File: config.mk
export PLATFORM = sky130hd
export DESIGN_NAME = rst_seq_flat
export DESIGN_NICKNAME = d
export VERILOG_FILES = /design/src/rtl/crg_pkg.sv /design/src/rtl/rst_seq_if.sv /design/src/rtl/rst_seq_timer.sv /design/src/rtl/rst_seq.sv /design/src/flat_wrapper.sv
export SDC_FILE = /design/constraint.sdc
export NUM_CORES = 1
export LEC_CHECK = 0
export CAP_MARGIN = 30
export CORE_MARGIN = 5
export CORE_UTILIZATION = 56
export CTS_CLUSTER_SIZE = 28
export DETAILED_ROUTE_END_ITERATION = 10
export PLACE_DENSITY = 0.77
export SYNTH_ARGS = -nofsm -noshare
export SYNTH_HDL_FRONTEND = slang
export SYNTH_SLANG_ARGS = --single-unit
File: constraint.sdc
create_clock -name clk_i -period 2.71 [get_ports clk_i]
set_clock_uncertainty 0.2 [all_clocks]
set_input_delay 0.542 -clock clk_i [delete_from_list [all_inputs] [get_ports clk_i]]
set_output_delay 0.542 -clock clk_i [all_outputs]
set_load 0.02 [all_outputs]
File: src/rtl/crg_pkg.sv
// Shared clock/reset-generator definitions: sequencer state type and default sizing.
// Used by rst_seq, rst_seq_if and the bench.
package crg_pkg;

  typedef enum logic [1:0] {
    IDLE    = 2'd0,
    RELEASE = 2'd1,
    DONE    = 2'd2
  } rst_seq_state_e;

  localparam int unsigned DEF_NUM_DOMAINS = 4;
  localparam int unsigned DEF_LOCK_CYCLES = 8;
  localparam int unsigned DEF_STEP_CYCLES = 4;

  function automatic int unsigned max_u(input int unsigned a, input int unsigned b);
    return (a > b) ? a : b;
  endfunction

endpackage

File: src/rtl/rst_seq_if.sv
// Lock/request inputs and sequenced reset outputs of the reset release sequencer.
// The master side is the upstream clock logic; the slave side is rst_seq.
interface rst_seq_if #(
  parameter int unsigned NUM_DOMAINS = crg_pkg::DEF_NUM_DOMAINS
);
  logic                   lock_i;
  logic                   sw_rst_i;
  logic [NUM_DOMAINS-1:0] rst_no;
  logic                   done_o;

  modport master (output lock_i, sw_rst_i, input  rst_no, done_o);
  modport slave  (input  lock_i, sw_rst_i, output rst_no, done_o);
endinterface

File: src/rtl/rst_seq_timer.sv
// Enable/clear up-counter with a terminal-count flag against a run-time limit.
// Shared by the lock qualification count and the inter-release step count.
module rst_seq_timer #(
  parameter  int unsigned MAX_COUNT = 8,
  localparam int unsigned W         = $clog2(MAX_COUNT + 1)
) (
  input  logic         clk_i,
  input  logic         arst_ni,
  input  logic         i_en,
  input  logic         i_clr,
  input  logic [W-1:0] i_last,
  output logic         o_tc
);

  logic [W-1:0] r_cnt;

  // NOTE: state flops use non-blocking (<=) so every flop samples pre-edge values.
  always_ff @(posedge clk_i or negedge arst_ni) begin
    if (!arst_ni) begin
      r_cnt <= '0;
    end else if (i_clr) begin
      r_cnt <= '0;
    end else if (i_en) begin
      r_cnt <= r_cnt + W'(1);
    end
  end

  assign o_tc = (r_cnt == i_last);

endmodule

File: src/rtl/rst_seq.sv
// Reset release sequencer: qualifies lock, then releases domain resets one by one.
// Define CRG_RST_SEQ_SYNC_EN to add 2-flop synchronizers on lock_i and sw_rst_i.
module rst_seq
  import crg_pkg::*;
#(
  parameter int unsigned NUM_DOMAINS = DEF_NUM_DOMAINS,
  parameter int unsigned LOCK_CYCLES = DEF_LOCK_CYCLES,
  parameter int unsigned STEP_CYCLES = DEF_STEP_CYCLES
) (
  input  logic     clk_i,
  input  logic     arst_ni,
  rst_seq_if.slave bus
);

  localparam int unsigned CW = $clog2(max_u(LOCK_CYCLES, STEP_CYCLES) + 1);
  localparam int unsigned IW = $clog2(NUM_DOMAINS + 1);

  logic w_lock;
  logic w_sw_rst;

`ifdef CRG_RST_SEQ_SYNC_EN
  logic [1:0] r_lock_sync;
  logic [1:0] r_sw_sync;

  // NOTE: async reset belongs on control/state flops only; these are plain registers, not memories.
  always_ff @(posedge clk_i or negedge arst_ni) begin
    if (!arst_ni) begin
      r_lock_sync <= '0;
      r_sw_sync   <= '0;
    end else begin
      r_lock_sync <= {r_lock_sync[0], bus.lock_i};
      r_sw_sync   <= {r_sw_sync[0], bus.sw_rst_i};
    end
  end

  assign w_lock   = r_lock_sync[1];
  assign w_sw_rst = r_sw_sync[1];
`else
  assign w_lock   = bus.lock_i;
  assign w_sw_rst = bus.sw_rst_i;
`endif

  rst_seq_state_e         r_state;
  logic [NUM_DOMAINS-1:0] r_rst_n;
  logic                   r_done;
  logic [IW-1:0]          r_idx;

  logic          w_good;
  logic          w_tc;
  logic          w_en;
  logic          w_clr;
  logic [CW-1:0] w_last;

  // A bad cycle clears the lock count in IDLE and aborts in RELEASE/DONE.
  assign w_good = w_lock & ~w_sw_rst;
  assign w_last = (r_state == IDLE) ? CW'(LOCK_CYCLES - 1) : CW'(STEP_CYCLES - 1);

  // NOTE: every always_comb output gets a default first so no latch is inferred.
  always_comb begin
    w_en  = 1'b0;
    w_clr = 1'b0;
    case (r_state)
      IDLE, RELEASE: begin
        if (!w_good || w_tc) w_clr = 1'b1;
        else                 w_en  = 1'b1;
      end
      default: w_clr = 1'b1;
    endcase
  end

  rst_seq_timer #(
    .MAX_COUNT (max_u(LOCK_CYCLES, STEP_CYCLES))
  ) u_timer (
    .clk_i   (clk_i),
    .arst_ni (arst_ni),
    .i_en    (w_en),
    .i_clr   (w_clr),
    .i_last  (w_last),
    .o_tc    (w_tc)
  );

  always_ff @(posedge clk_i or negedge arst_ni) begin
    if (!arst_ni) begin
      r_state <= IDLE;
      r_rst_n <= '0;
      r_done  <= 1'b0;
      r_idx   <= '0;
    end else begin
      case (r_state)
        IDLE: begin
          if (w_good && w_tc) begin
            r_state <= RELEASE;
            r_idx   <= '0;
          end
        end
        RELEASE: begin
          // Abort outranks a step completion in the same cycle.
          if (!w_good) begin
            r_state <= IDLE;
            r_rst_n <= '0;
            r_done  <= 1'b0;
            r_idx   <= '0;
          end else if (w_tc) begin
            for (int k = 0; k < int'(NUM_DOMAINS); k++) begin
              if (r_idx == IW'(k)) r_rst_n[k] <= 1'b1;
            end
            r_idx <= r_idx + IW'(1);
            if (r_idx == IW'(NUM_DOMAINS - 1)) begin
              r_state <= DONE;
              r_done  <= 1'b1;
            end
          end
        end
        DONE: begin
          if (!w_good) begin
            r_state <= IDLE;
            r_rst_n <= '0;
            r_done  <= 1'b0;
            r_idx   <= '0;
          end
        end
        default: begin
          r_state <= IDLE;
          r_rst_n <= '0;
          r_done  <= 1'b0;
          r_idx   <= '0;
        end
      endcase
    end
  end

  assign bus.rst_no = r_rst_n;
  assign bus.done_o = r_done;

endmodule
File: src/flat_wrapper.sv
// flat-port wrapper written by rule: the top's interface ports become plain ports
module rst_seq_flat import crg_pkg::*;
#(
  parameter int unsigned NUM_DOMAINS = DEF_NUM_DOMAINS,
  parameter int unsigned LOCK_CYCLES = DEF_LOCK_CYCLES,
  parameter int unsigned STEP_CYCLES = DEF_STEP_CYCLES
)
  (clk_i, arst_ni, bus_lock_i, bus_sw_rst_i, bus_rst_no, bus_done_o);
  rst_seq_if #(.NUM_DOMAINS(NUM_DOMAINS)) bus_i ();
  input  logic clk_i;
  input  logic arst_ni;
  input wire logic [$bits(bus_i.lock_i)-1:0] bus_lock_i;
  input wire logic [$bits(bus_i.sw_rst_i)-1:0] bus_sw_rst_i;
  output wire logic [$bits(bus_i.rst_no)-1:0] bus_rst_no;
  output wire logic [$bits(bus_i.done_o)-1:0] bus_done_o;
  assign bus_i.lock_i = bus_lock_i;
  assign bus_i.sw_rst_i = bus_sw_rst_i;
  assign bus_rst_no = bus_i.rst_no;
  assign bus_done_o = bus_i.done_o;
  rst_seq #(.NUM_DOMAINS(NUM_DOMAINS), .LOCK_CYCLES(LOCK_CYCLES), .STEP_CYCLES(STEP_CYCLES)) u_core (.clk_i(clk_i), .arst_ni(arst_ni), .bus(bus_i));
endmodule
==> flow_metrics.env <==
export IMPL_status="completed"
export IMPL_cp_num_buf_inv=1
export IMPL_drt_initial_drc_count=5
export IMPL_die_area_mm2=0.00217
export IMPL_ant_nets=0
export IMPL_routedWlPerCell_um=15.5
export IMPL_ir_drop_mv=0.337
export IMPL_hold_class="reg2reg"
export IMPL_cts_htree_levels=1
export IMPL_die_w_um=46.6
export IMPL_cts_resized=0
export IMPL_required_ns=1.97
export IMPL_hold_end="u_core.u_timer.r_cnt[0]"
export IMPL_grtUsageMet3=0.0234
export IMPL_core_area_mm2=0.00128
export IMPL_yosysSeqAreaShare=0.433
export IMPL_grt_busiest_layer="met2"
export IMPL_globalplace_congestion=0.792
export IMPL_reg2reg_slack_ns=1.01
export IMPL_final_cell_area_um2=846
export IMPL_slew_headroom=0.616
export IMPL_wirelength_um=1470
export IMPL_grt_use_total=0.163
export IMPL_p_per_area_mw_per_mm2=402
export IMPL_ioPinCount=9
export IMPL_worst_setup_path_start_kind="flop"
export IMPL_path_clk_slew_ns=0.08
export IMPL_drc=0
export IMPL_cp_slowest_stage_delay_ns=0.62
export IMPL_yosys_warnings=0
export IMPL_setup_tns_final_ns=0
export IMPL_clk_path_buf_depth=2
export IMPL_hold_slack_ns=0.262
export IMPL_rsz0062_at_grt="no"
export IMPL_grtUsageMet1=0.217
export IMPL_end_kind="primary output"
export IMPL_drv_cap=0
export IMPL_grt_pass1_vias=549
export IMPL_synthArstFlopShare=1.00
export IMPL_antenna_cells=0
export IMPL_clkLatencyLatePin_ns=0.28
export IMPL_clkSinkCount=13
export IMPL_num_fill_cells=117
export IMPL_die_y_um=46.6
export IMPL_cts_tree="done"
export IMPL_tightest_slew_ns=0.574
export IMPL_vias=517
export IMPL_synth_fp_nets=81
export IMPL_syn_to_final_growth_pct=12.7
export IMPL_portBuffers=8
export IMPL_synth_edf_count=0
export IMPL_whs_path_depth=1
export IMPL_postCtsSetupBuffers=0
export IMPL_hold_buffers=0
export IMPL_fmax_mhz=499
export IMPL_syn_inst=71
export IMPL_layout_common_cells="dfrtp_1 (13), clkdlybuf4s50_1 (8), inv_1 (7)"
export IMPL_rows=13
export IMPL_crit_chain="clkdlybuf4s50_1"
export IMPL_dp_hpwl_um=1080
export IMPL_grt_max_degree=14
export IMPL_nets=91
export IMPL_syn_avg_cell_area_um2=10.6
export IMPL_synth_distinct_cells=29
export IMPL_cts_made_buffers=3
export IMPL_start_util=0.584
export IMPL_min_from="u_core.u_timer.r_cnt[0]"
export IMPL_hold_viol=0
export IMPL_fin_crit_sh=0.740
export IMPL_grt_first_pass_wirelength_um=2470
export IMPL_dpl_instance_area_um2=820
export IMPL_syn_area_um2=751
export IMPL_overflow=0
export IMPL_setup_viol_count_final=0
export IMPL_crit_type="reg2out"
export IMPL_slowest_stage="clkdlybuf4s50_1"
export IMPL_p_leak_nw=0.362
export IMPL_crit_fanout=3
export IMPL_dr_pass1_iters=4
export IMPL_cts_root_buf="clkbuf_4"
export IMPL_report_final_slew_viol_count=0
export IMPL_worstPathArrival_ns=1.26
export IMPL_antenna_found_initial=0
export IMPL_ys_flop_type="dfrtp_1"
export IMPL_vias_per_cell=5.44
export IMPL_min_period_ns=2.01
export IMPL_rr_endpoint="u_core.r_idx[1]"
export IMPL_met2_usage=0.261
export IMPL_layout_commonest_cell="dfrtp_1"
export IMPL_ys_ff_latch=13
export IMPL_critical_path_top_delay_family="buffers and inverters"
export IMPL_worstRegToRegCells=5
export IMPL_reg2reg_from="u_core.u_timer.r_cnt[0]"
export IMPL_layout_drive_gt1_share=0.0750
## Yosys cell counts, types with 2 or more instances
cell type | instances | share of area
nand2b_1 | 3 | 0.025
a22o_1 | 5 | 0.058
ha_1 | 6 | 0.10
a21oi_1 | 4 | 0.027
nor2_1 | 6 | 0.030
dfrtp_1 | 13 | 0.43
nand2_1 | 2 | 0.010
xnor2_1 | 2 | 0.023
inv_1 | 7 | 0.035
buf_6 | 2 | 0.030
o21ai_1 | 3 | 0.020
## layout make-up
cell class	count	area, µm²	share of cell area
Clock buffer	4	26.3	0.0311
Inverter	7	26.3	0.0311
Multi-Input combinational cell	48	369	0.436
Sequential cell	13	325	0.385
Tap cell	15	18.8	0.0222
Timing Repair Buffer	8	80.1	0.0947
## power by group
group,internal (W),switching [W]
sequential,0.000195,0.00000119
combinational,0.00000855,0.0000113
clock,0.0000570,0.0000669
## registers in the layout, summed over array words and instances (netlist names)
name / flops
u_core.r_idx: 3
u_core.u_timer.r_cnt: 4
u_core.bus.rst_no: 4
u_core.r_state: 2
## worst max path at each step
stage | cells after the start | slack [ns] | startpoint | endpoint
2_1_floorplan | 4 | 1.19 | u_core.u_timer.r_cnt[0] | u_core.bus.rst_no[3]
3_3_place_gp | 5 | 0.66 | bus_sw_rst_i | u_core.r_idx[1]
3_5_place_dp | 5 | 0.66 | bus_sw_rst_i | u_core.r_idx[1]
4_1_cts | 1 | 0.69 | u_core.bus.rst_no[3] | bus_rst_no[3]
5_1_grt | 1 | 0.65 | u_core.bus.rst_no[3] | bus_rst_no[3]
6_report | 1 | 0.70 | u_core.bus.rst_no[3] | bus_rst_no[3]
## kinds of logic after synthesis
logic type / after synthesis / synth area share
fa+ha+maj: 6 / 0.100
flops: 13 / 0.433
mux: 1 / 0.0133
xor+xnor: 2 / 0.0233
simple gates: 20 / 0.170
compound gates: 19 / 0.185
buf+inv: 10 / 0.0750
## through the flow
step	power [W]	util	setup WS, ns	instances
after floorplan	0.000209	-	1.19	71
after global placement	0.000220	0.638	0.657	91
after detailed placement	0.000220	0.638	0.657	91
after CTS	0.000340	0.658	0.690	95
after global routing	0.000353	0.658	0.648	95
final	0.000340	0.658	0.704	95
## metal layers
layer | wire length, µm | share of wire
met5 | 0 | 0
met4 | 24 | 0.016
met3 | 56 | 0.038
met2 | 708 | 0.48
met1 | 678 | 0.46
Power figures use the tool's default switching activity.
